===== src/rtl/synapse_driver.sv =====
// Spike-to-current synapse driver: weighted accumulation into a saturating
// 16-bit current register with periodic exponential decay. Optional macro: SYN_SIGNED_WEIGHT_EN.
module synapse_driver #(
    parameter int N_IN         = 4,
    parameter int W_WIDTH      = 8,
    parameter int DECAY_SHIFT  = 3,
    parameter int DECAY_PERIOD = 16
) (
    input  logic                    clk,
    input  logic                    reset,
    input  logic [N_IN-1:0]         spike_in,
    input  logic                    wr_en,
    input  logic [$clog2(N_IN)-1:0] wr_addr,
    input  logic [W_WIDTH-1:0]      wr_data,
    output logic [15:0]             current_out,
    output logic                    current_valid,
    output logic                    busy,
    output logic                    spike_drop,
    output logic                    overflow
);

    localparam int AW = $clog2(N_IN);
    localparam int CW = $clog2(DECAY_PERIOD);

    typedef enum logic [1:0] {
        IDLE,
        ACCUM,
        DECAY
    } state_t;

    state_t state;
    state_t state_next;

    logic [N_IN-1:0]    pending;
    logic [N_IN-1:0]    pending_next;
    logic [N_IN-1:0]    lowest_mask;
    logic [N_IN-1:0]    pending_clear;
    logic [N_IN-1:0]    drop_hits;
    logic [CW-1:0]      decay_cnt;
    logic               decay_req;
    logic               decay_req_next;
    logic               decay_wrap;
    logic [W_WIDTH-1:0] weights [N_IN];
    logic [W_WIDTH-1:0] sel_weight;
    logic [15:0]        current;
    logic [15:0]        current_next;
    logic [15:0]        current_decayed;
    logic [17:0]        weight_ext;
    logic [17:0]        sum;
    logic               sum_high;
    logic               sum_low;
    logic               clamp;

    // Scanning downward lets the lowest-index pending line overwrite the pick.
    always_comb begin
        lowest_mask = '0;
        sel_weight  = '0;
        for (int i = N_IN - 1; i >= 0; i--) begin
            if (pending[i]) begin
                lowest_mask    = '0;
                lowest_mask[i] = 1'b1;
                sel_weight     = weights[i];
            end
        end
    end

    always_comb begin
`ifdef SYN_SIGNED_WEIGHT_EN
        weight_ext = {{(18 - W_WIDTH){sel_weight[W_WIDTH-1]}}, sel_weight};
        sum        = {2'b00, current} + weight_ext;
        sum_low    = sum[17];
        sum_high   = !sum[17] && sum[16];
`else
        weight_ext = {{(18 - W_WIDTH){1'b0}}, sel_weight};
        sum        = {2'b00, current} + weight_ext;
        sum_low    = 1'b0;
        sum_high   = |sum[17:16];
`endif
    end

    assign current_decayed = current - (current >> DECAY_SHIFT);

    // One operation per cycle; an outstanding decay always beats a pending add.
    always_comb begin
        state_next    = IDLE;
        current_next  = current;
        pending_clear = '0;
        clamp         = 1'b0;
        if (decay_req) begin
            state_next   = DECAY;
            current_next = current_decayed;
        end else if (|pending) begin
            state_next    = ACCUM;
            pending_clear = lowest_mask;
            if (sum_high) begin
                current_next = 16'hFFFF;
                clamp        = 1'b1;
            end else if (sum_low) begin
                current_next = 16'h0000;
                clamp        = 1'b1;
            end else begin
                current_next = sum[15:0];
            end
        end
    end

    // A new strobe on a line being consumed this cycle stays pending and is not a drop.
    always_comb begin
        pending_next   = (pending & ~pending_clear) | spike_in;
        drop_hits      = spike_in & pending & ~pending_clear;
        decay_wrap     = (decay_cnt == CW'(DECAY_PERIOD - 1));
        decay_req_next = decay_wrap | (decay_req & (state_next != DECAY));
    end

    always_ff @(posedge clk) begin
        if (!reset) begin
            state      <= IDLE;
            current    <= '0;
            pending    <= '0;
            decay_cnt  <= '0;
            decay_req  <= 1'b0;
            busy       <= 1'b0;
            spike_drop <= 1'b0;
            overflow   <= 1'b0;
            for (int i = 0; i < N_IN; i++) begin
                weights[i] <= W_WIDTH'(1);
            end
        end else begin
            state      <= state_next;
            current    <= current_next;
            pending    <= pending_next;
            decay_cnt  <= decay_wrap ? '0 : decay_cnt + CW'(1);
            decay_req  <= decay_req_next;
            busy       <= (|pending_next) | decay_req_next;
            spike_drop <= spike_drop | (|drop_hits);
            overflow   <= overflow | clamp;
            for (int i = 0; i < N_IN; i++) begin
                if (wr_en && (wr_addr == AW'(i))) begin
                    weights[i] <= wr_data;
                end
            end
        end
    end

    assign current_out   = current;
    assign current_valid = (state != IDLE);

endmodule


===== config.mk =====
export PLATFORM = sky130hd
export DESIGN_NAME = synapse_driver
export DESIGN_NICKNAME = d
export VERILOG_FILES = /design/src/rtl/synapse_driver.sv
export SDC_FILE = /design/constraint.sdc
export NUM_CORES = 1
export LEC_CHECK = 0
export BUFFER_PORTS_ARGS = -buffer_cell sky130_fd_sc_hd__buf_4
export CELL_PAD_IN_SITES_DETAIL_PLACEMENT = 0
export CELL_PAD_IN_SITES_GLOBAL_PLACEMENT = 2
export CORE_MARGIN = 4
export CORE_UTILIZATION = 40
export CTS_CLUSTER_DIAMETER = 120
export DETAILED_ROUTE_END_ITERATION = 8
export GPL_TIMING_DRIVEN = 0
export PLACE_DENSITY_LB_ADDON = 0.08
export SLEW_MARGIN = 20
export SYNTH_ARGS = -nofsm -noshare
export SYNTH_HDL_FRONTEND = slang
export SYNTH_SLANG_ARGS = --single-unit

===== constraint.sdc =====
create_clock -name clk -period 5.6 [get_ports clk]
set_input_delay 0.56 -clock clk [delete_from_list [all_inputs] [get_ports clk]]
set_output_delay 0.56 -clock clk [all_outputs]
set_load 0.005 [all_outputs]

==> summary.md <==
| Metric | Value |
|---|---|
| Clk_lat worst skew | `350 ps` |
| Number of global-route vias before repair | `3,485` |
| Synth area leader | `edfxtp_1` |
| LEAKAGE | `between 1.5 and 2 nW` |
| I/O pin count | `37` |
| Final worst slack | `1710 ps` |
| Avg Cell Area, Syn | `approximately 9.1 sq um` |
| Max_cap viols | `0` |
| Final Cycle Share | `between 60 and 70%` |
| Startpoint type of the worst setup path | `flop` |
| HPWL after DPL | `8490 um` |
| RR Startpoint | `pending[0]` |
| Footprint of the multi-input gates | `2230 sq um` |
| Diode count | `0` |
| R2R Setup Slk | `1710 ps` |
| First-pass GRT wire length | `18,100 um` |
| Number of enable flip-flop cells after synthesis | `32` |
| FF+latch area | `1560 sq um` |
| Synthesized instance count | `roughly 440` |
| PD cells | `~390 nW/um^2` |
| Largest net degree at the start of global routing | `12` |
| Antenna Nets Post-Route | `0` |
| Initial antenna violation count | `0` |
| RD Place Congestion | `between 0.8 and 0.9` |
| WP data arrival | `between 4000 and 5000 ps` |
| Seq/Total Area, Yosys | `a little under 40%` |
| Most common cell after layout, fill and taps aside | `buf_4` |
| Ys async rst share | `0%` |
| Initial core utilization | `41.0%` |
| Yosys warns | `0` |
| Die width | `108 um` |
| CTS sink cnt | `62` |
| DP Worst Slack | `1690 ps` |
| Final worst clock skew | `9.59 ps` |
| CTS Hold Buffers Added | `0` |
| DR WL/cell | `18.1 um` |
| DRC errors left | `0` |
| Via density | `approximately 5.5` |
| FF+latch count, synth | `62` |
| Final WL | `11,300 um` |
| Endpoints failing hold | `0` |
| Worst slew pin tran | `roughly 900 ps` |
| HP Start | `overflow` |
| Synthesized area | `3990 sq um` |
| Status | `finished, final reports clean` |
| TritonRoute pass-1 iters | `4` |
| Reg-to-Reg End | `current_out[8]` |
| Fmax | `0.257 GHz` |
| Full die area | `11,600 sq um` |
| R2R cell count | `15` |
| Mapped Nets | `around 480` |
| Critical path endpoint | `current_out[8]` |
| Grt total ovfl | `0` |
| CP Max Fanout | `9` |
| Min-delay worst type | `flop to flop` |
| Port bufs | `36` |
| Clock transition at the registers of the reported paths | `~70 ps` |
| Setup TNS | `0 ps` |
| CP Class | `flop to flop` |
| Setup bufs post-CTS | `0` |
| Via count | `between 3k and 4k` |
| Core Footprint | `around 9700 sq um` |
| P&R area growth vs syn | `15.1%` |
| CTS tree | `built` |
| Fill cells | `just over 1k` |
| Final nets | `about 530` |
| Root buffer cell | `clkbuf_8` |
| DRT iter0 DRCs | `158` |
| Distinct cell type count after synthesis | `64` |
| Tot GR Track Use | `roughly a fifth` |
| RSZ-0062 raised after global routing | `no` |
| Commonest cells after routing, fill and taps aside | `buf_4, nand2_1, edfxtp_1, a21oi_1, and2_1` |
| Most used flip-flop cell after synthesis | `edfxtp_1` |
| Final Critical Period | `around 4000 ps` |
| Layout cells sized above 1 | `14.1%` |
| Crit path from | `pending[0]` |
| Synth area leaders | `edfxtp_1, dfxtp_1, ha_1, and2_1, a21oi_1` |
| Max VDD drop | `~170 uV` |
| Post-synth top area share | `roughly a quarter` |
| Post-CTS sizing | `0` |
| Critical Path RT | `approximately 6000 ps` |
| CTS H-tree lvls | `3` |
| Num CTS Buffers | `9` |
| Row cnt | `36` |
| Final Max Slew Viols | `0` |
| Setup crit end kind | `flop` |
| Slew headroom | `39.8%` |
| Clk buf depth | `2` |
| Setup Viol. Count Final | `0` |
| Die height | `between 100 and 150 um` |
## how the worst min path moves through the flow
stage / endpoint / depth (start not counted) / slack (ps)
2_1_floorplan: decay_cnt[0] / 1 / 430
3_3_place_gp: overflow / 2 / 440
3_5_place_dp: overflow / 2 / 440
4_1_cts: pending[0] / 3 / 440
5_1_grt: overflow / 2 / 470
6_report: overflow / 2 / 450
## registers in the layout, summed over array words and instances (netlist names)
signal,count
decay_cnt,4
busy,1
spike_drop,1
overflow,1
pending,4
decay_req,1
current_out,16
weights,32
state,2
## kinds of logic after synthesis
logic type / share of synthesized area (%)
xor+xnor: 3.95
mux: 0.533
compound gates: 23.4
fa+ha+maj: 8.22
buf+inv: 4.95
flops: 39.1
simple gates: 19.8
## area by class of cell
cell class | count | share of cell area, %
multi-input cells | 334 | 48.6
flip-flops and latches | 62 | 34.0
repair buffers | 36 | 5.88
well taps | 133 | 3.62
clock buffers | 10 | 2.78
plain buffers | 19 | 2.34
inverters | 24 | 1.96
clock inverters | 6 | 0.844
## worst max-delay path, stage by stage, from the launching register on
cell and delay, ps:
dfxtp_1 310, clkbuf_1 300, inv_1 250, nand2_1 340, o22ai_1 110, a21oi_1 220
ha_1 250, inv_1 70, fa_1 390, nand2b_1 180, a21oi_1 280, o211ai_1 240
and2_1 210, buf_2 180, a31o_1 220, a221oi_1 260
## power breakdown
part	switching, mW	leakage (nW)	internal (mW)	total [mW]
clock network	0.191	0.0837	0.159	0.350
logic	0.486	1.17	0.363	0.849
registers	0.0557	0.562	0.526	0.581
## cells in the mapped netlist (9+ instances only)
master and n:
a21oi_1 31, a22oi_1 10, a31oi_1 9, and2_1 31, clkbuf_1 11, dfxtp_1 30, edfxtp_1 32, ha_1 23
inv_1 22, nand2_1 32, nand2b_1 9, nand3_1 9, nor2_1 27, nor3_1 11, o211ai_1 9, o21ai_0 14
o22ai_1 9, xnor2_1 10
## through the flow
stage               area (sq um)  hold WS (ps)  utilization [%]  std cells  power (mW)
finish                      4590           455             47.2        624        1.78
global route                4590           465             47.2        624        1.90
CTS                         4590           441             47.2        624        1.78
detailed placement          4430           444             45.5        608        1.43
global placement            4430           438             45.5        608        1.43
floorplan                   3990           430                -        439        1.20
## layer usage
layer	global-route usage (%)	routed length (um)	part of all wire, %
met5	0	0	0
met4	8.57	256	2.3
met3	2.46	324	2.9
met2	34.7	5480	48
met1	26.0	5260	46
Note: power is estimated with default switching activity, not from simulation.
